`src/rtl/statecircuit_arbiter.sv`:
```
// statecircuit_arbiter
// Round-robin front end that time-shares one two-flop state cell among NREQ
// requesters. Each accepted job clears the cell, shifts its LEN-bit word into
// input A LSB first, records the cell output Y after every step and returns
// the collected bits tagged with the requester index.

module statecircuit_arbiter #(
    parameter int NREQ = 4,
    parameter int LEN  = 8
) (
    input  logic                       clk,
    input  logic                       rst_n,
    input  logic [NREQ-1:0]            req_valid,
    input  logic [NREQ*LEN-1:0]        req_data,
    output logic [NREQ-1:0]            req_ready,
    output logic                       rsp_valid,
    input  logic                       rsp_ready,
    output logic [$clog2(NREQ)-1:0]    rsp_id,
    output logic [LEN-1:0]             rsp_data,
    output logic                       busy
);

    localparam int IDW = $clog2(NREQ);
    // Step counter must index 0..LEN-1; keep at least one bit for LEN == 1.
    localparam int CW  = (LEN > 1) ? $clog2(LEN) : 1;

    typedef enum logic [1:0] {
        ST_IDLE  = 2'd0,
        ST_CLEAR = 2'd1,
        ST_RUN   = 2'd2,
        ST_RESP  = 2'd3
    } state_t;

    state_t            state_r;
    state_t            state_nxt_s;

    logic [IDW-1:0]    ptr_r;
    logic [CW-1:0]     step_r;
    logic [LEN-1:0]    job_r;
    logic [LEN-1:0]    res_r;
    logic [IDW-1:0]    id_r;
    logic              q0_r;
    logic              q1_r;

    logic              grant_found_s;
    logic [IDW-1:0]    grant_idx_s;
    logic [IDW:0]      cand_sum_s;
    logic [IDW:0]      cand_s;
    logic              hit_s;
    logic [IDW:0]      ptr_inc_s;
    logic [IDW-1:0]    ptr_nxt_s;

    logic              step_a_s;
    logic              step_q1_s;
    logic              step_y_s;
    logic              last_step_s;

    // Round-robin search: walk req_valid starting at the pointer, wrapping, first set bit wins.
    always_comb begin
        grant_found_s = 1'b0;
        grant_idx_s   = '0;
        cand_sum_s    = '0;
        cand_s        = '0;
        hit_s         = 1'b0;
        for (int i = 0; i < NREQ; i++) begin
            cand_sum_s    = {1'b0, ptr_r} + (IDW+1)'(i);
            cand_s        = (cand_sum_s >= (IDW+1)'(NREQ)) ? (cand_sum_s - (IDW+1)'(NREQ)) : cand_sum_s;
            hit_s         = req_valid[cand_s[IDW-1:0]] & ~grant_found_s;
            grant_idx_s   = hit_s ? cand_s[IDW-1:0] : grant_idx_s;
            grant_found_s = grant_found_s | hit_s;
        end
        ptr_inc_s = {1'b0, grant_idx_s} + (IDW+1)'(1);
        ptr_nxt_s = (ptr_inc_s == (IDW+1)'(NREQ)) ? '0 : ptr_inc_s[IDW-1:0];
    end

    // Cell step values: the input bit for this step and the post-step Y.
    always_comb begin
        step_a_s    = job_r[step_r];
        step_q1_s   = step_a_s ^ q1_r ^ q0_r;
        step_y_s    = (~q0_r) & step_q1_s;
        last_step_s = (step_r == CW'(LEN - 1));
    end

    // FSM state register.
    always_ff @(posedge clk or negedge rst_n) begin
        if (!rst_n) begin
            state_r <= ST_IDLE;
        end else begin
            state_r <= state_nxt_s;
        end
    end

    // FSM next-state logic.
    always_comb begin
        state_nxt_s = state_r;
        case (state_r)
            ST_IDLE: begin
                if (grant_found_s) begin
                    state_nxt_s = ST_CLEAR;
                end else begin
                    state_nxt_s = ST_IDLE;
                end
            end
            ST_CLEAR: begin
                state_nxt_s = ST_RUN;
            end
            ST_RUN: begin
                if (last_step_s) begin
                    state_nxt_s = ST_RESP;
                end else begin
                    state_nxt_s = ST_RUN;
                end
            end
            ST_RESP: begin
                if (rsp_ready) begin
                    state_nxt_s = ST_IDLE;
                end else begin
                    state_nxt_s = ST_RESP;
                end
            end
            default: begin
                state_nxt_s = ST_IDLE;
            end
        endcase
    end

    // FSM outputs; the grant strobe is also forced low while reset is asserted.
    always_comb begin
        req_ready = '0;
        if ((state_r == ST_IDLE) && grant_found_s && rst_n) begin
            req_ready[grant_idx_s] = 1'b1;
        end else begin
            req_ready = '0;
        end
        rsp_valid = (state_r == ST_RESP);
        busy      = (state_r != ST_IDLE);
    end

    // Datapath: job capture, pointer advance, cell stepping and result collection.
    always_ff @(posedge clk or negedge rst_n) begin
        if (!rst_n) begin
            ptr_r  <= '0;
            step_r <= '0;
            job_r  <= '0;
            res_r  <= '0;
            id_r   <= '0;
            q0_r   <= 1'b0;
            q1_r   <= 1'b0;
        end else begin
            case (state_r)
                ST_IDLE: begin
                    if (grant_found_s) begin
                        job_r <= req_data[grant_idx_s*LEN +: LEN];
                        id_r  <= grant_idx_s;
                        ptr_r <= ptr_nxt_s;
                    end
                end
                ST_CLEAR: begin
                    q0_r   <= 1'b0;
                    q1_r   <= 1'b0;
                    step_r <= '0;
                    res_r  <= '0;
                end
                ST_RUN: begin
                    q1_r          <= step_q1_s;
                    q0_r          <= ~q0_r;
                    res_r[step_r] <= step_y_s;
                    if (!last_step_s) begin
                        step_r <= step_r + CW'(1);
                    end
                end
                ST_RESP: begin
                    // Result and id hold until the consumer takes them.
                end
                default: begin
                end
            endcase
        end
    end

    assign rsp_id   = id_r;
    assign rsp_data = res_r;

endmodule
```
`config.mk`:
```
export PLATFORM = sky130hd
export DESIGN_NAME = statecircuit_arbiter
export DESIGN_NICKNAME = d
export VERILOG_FILES = /design/src/rtl/statecircuit_arbiter.sv
export SDC_FILE = /design/constraint.sdc
export NUM_CORES = 1
export LEC_CHECK = 0
export ABC_AREA = 1
export ABC_CLOCK_PERIOD_IN_PS = 2500
export BUFFER_PORTS_ARGS = -buffer_cell sky130_fd_sc_hd__buf_2
export CORE_MARGIN = 2
export CORE_UTILIZATION = 50
export DETAILED_ROUTE_END_ITERATION = 8
export PLACE_DENSITY_LB_ADDON = 0.3
export SYNTH_ARGS = -nofsm -noshare
export SYNTH_HDL_FRONTEND = slang
export SYNTH_SLANG_ARGS = --single-unit
export TNS_END_PERCENT = 100
```
`constraint.sdc`:
```
create_clock -name clk -period 2.5 [get_ports clk]
set_input_delay 0.25 -clock clk [delete_from_list [all_inputs] [get_ports clk]]
set_output_delay 0.25 -clock clk [all_outputs]
set_load 0.01 [all_outputs]
```
==> results_dict.tcl <==
set metrics [dict create \
    routed_wl_um 4220 \
    port_buffers 54 \
    die_h_um 65.6 \
    synth_cell_types 28 \
    setup_violations 0 \
    yosys-top-cells-area "dfrtp_1, nand2_1, nand3_1" \
    yosysWarnings 0 \
    final_antenna_net_count 0 \
    endpoint_kind "output port" \
    crit_start "ptr_r[0]$_DFFE_PN0P_" \
    clkTransAtPathRegs_ns 0.10 \
    status "complete, but fails checks" \
    drt_iter0_markers 122 \
    fillers 341 \
    ys_ff_latch 27 \
    rows 22 \
    syn_to_final_growth_pct 22.0 \
    r2r-start "ptr_r[0]$_DFFE_PN0P_" \
    dr_total_vias 1914 \
    crit_required_ns 2.25 \
    numCtsBuffers 3 \
    antenna_found_initial 0 \
    synth.most_common_cell "nand2_1" \
    core-area_um2 3660 \
    cp.arrival_ns 2.13 \
    synth_common_cells "nand2_1, nand3_1, inv_1" \
    syn-instance-count 281 \
    multi_input_area_um2 1040 \
    regArea_um2 677 \
    clockBufferDepth 2 \
    crit_path_max_incr_delay_ns 0.47 \
    async_flop_share_pct 100 \
    crit_type "flip-flop to output port" \
    synth_top_cell_by_area "dfrtp_1" \
    vdd_drop_max_v 0.00131 \
    ys.flop_type "dfrtp_1" \
    synth_edf_count 0 \
    cp_slowest_cell "dfrtp_2" \
    cts-root-buf "clkbuf_8" \
    grtUsageTotal_pct 19.8 \
    pwr_density_cell_nw_per_um2 1350 \
    crit_chain "buf_12 -> nand2_1 -> nand2_1 -> nand2_2 -> nand2_1 -> nor2_4 -> nand3_2 -> o21ai_2 -> ha_1 -> inv_1 -> nor2_1 -> buf_2" \
    vias_per_cell 4.95 \
    wire_per_inst_um 10.9 \
    hold_viol_final 27 \
    slew_headroom_pct 77.2 \
    skew_ns 0.00261 \
    grt-ovfl-total 0 \
    floorplan.initialDensity_pct 51.8 \
    maxCapViolCount 0 \
    start_kind "flip-flop" \
    dp_hpwl_um 3240 \
    grt_pass1_wl_um 6680 \
    synth_top_area_share_pct 35.6 \
    violations "hold timing" \
    final_layout_size_suffix_gt1_share_pct 25.1 \
    cts_tree "done" \
    finalCoreUtilization_pct 63.2 \
    holdWs_ns -0.0113 \
    diodes 0 \
    clock-sinks 27 \
    syn-num-nets 329 \
    p_leak_uw 0.00133 \
    period_needed_ns 2.38 \
    finalNetCount 388 \
    slew_violations 0 \
    cpMostUsedCell "nand2_1" \
    syn_area_per_cell_um2 6.75 \
    htreeDepth 1 \
    die_width_um 65.6 \
    holdBufCountCts 0 \
    final_area_um2 2310 \
    seq_area_frac_synth_pct 35.6 \
    timing.final.crit_share_pct 95.4 \
    dpl_cell_area_um2 2220 \
    dr.pass1.iters 4 \
    drc 0 \
    hp-class "input port to async pin" \
    grt_pass1_vias 1569 \
    clock_latency_ns 0.28 \
    pin_count 55 \
    die_area_um2 4300 \
    gp_congestion 0.903 \
    synth_area_um2 1900 \
    clock.fmax_mhz 419 \
    worst_pin_slew_ns 0.342 \
    critical_path.max_fanout 7 \
    grt_max_degree 28 \
]
-- routing by layer --
| layer | wire length (um) | vias to the layer above | global-route usage [%] | part of all wire (%) |
|---|---|---|---|---|
| met5 | 0 | - | 0 | 0 |
| met4 | 78 | 0 | 7.81 | 1.8 |
| met3 | 177 | 6 | 1.54 | 4.2 |
| met2 | 1910 | 51 | 31.3 | 45 |
| met1 | 2060 | 850 | 28.3 | 49 |
| li1 | - | 1007 | - | - |
-- critical path: cells and delay by family (launching register included) --
family | cells | cell delay [ns]
compound gates | 1 | 0.23
fa+ha+maj | 1 | 0.18
buf+inv | 3 | 0.32
flops | 1 | 0.47
simple gates | 7 | 0.65
-- final timing paths --
kind | endpoint | slack (ns) | cells after the start
setup reg to reg | job_r[0]$_DFFE_PN0P_ | 0.46 | 13
setup / recovery | req_ready[3] | 0.12 | 12
max in group asynchronous | ptr_r[0]$_DFFE_PN0P_ | 2.24 | 2
hold / removal | rsp_data[7]$_DFFE_PN0P_ | -0.01 | 2
hold reg to reg | job_r[1]$_DFFE_PN0P_ | 0.51 | 2
min in group clk | job_r[2]$_DFFE_PN0P_ | 0.29 | 4
-- cell usage in the layout, fill, tap and decap left out, drive strengths merged --
master	n
a21boi	1
xor2	1
dfrtp	27
ha	9
clkbuf	3
nand2	107
a21o	1
a21oi	3
nand3	43
o21a	2
nand3b	1
o21ai	20
inv	37
buf	61
clkinvlp	1
nor3	3
o22ai	1
nor2	10
or2	8
-- sequential cells by signal, summed over array words and instances, names as in the netlist --
signal	count
job_r	8
rsp_data	8
step_r	3
ptr_r	2
rsp_id	2
state_r	2
q0_r	1
q1_r	1
-- cell families (layout without fill, tap and decap cells) --
| group | Yosys count | in the layout | synth area share [%] |
|---|---|---|---|
| flops | 27 | 27 | 35.6 |
| compound gates | 28 | 28 | 7.99 |
| buf+inv | 44 | 102 | 9.77 |
| xor+xnor | 1 | 1 | 0.462 |
| simple gates | 172 | 172 | 40.2 |
| fa+ha+maj | 9 | 9 | 5.94 |
-- repair_timing --
| action | 4_1_cts | 5_1_grt |
|---|---|---|
| gates resized for setup | 2 | 6 |
| setup endpoints to repair | 3 | 2 |
| buffers inserted | 0 | 2 |
| cloned | 0 | 0 |
| pin swaps | 0 | 0 |
-- stage by stage --
step	setup slack (ns)	power, uW	TNS (ns)	instances
4_1_cts	0.0574	3020	0	385
2_1_floorplan	0.606	2300	0	281
3_5_place_dp	0.202	2740	0	381
6_report	0.116	3110	0	387
5_1_grt	-0.000974	3450	-0.000974	387
3_3_place_gp	0.284	2690	0	381
-- final cells by class --
class,count,share of cell area [%]
well taps,48,2.60
flip-flops and latches,27,29.3
clock inverters,1,0.325
clock buffers,3,1.79
multi-input cells,210,45.1
repair buffers,61,14.7
inverters,37,6.22
-- report_power, final --
part | internal (uW) | switching [uW] | total (uW)
combinational | 798 | 1330 | 2130
clock | 113 | 145 | 259
sequential | 606 | 121 | 727
Power figures use the tool's default switching activity.
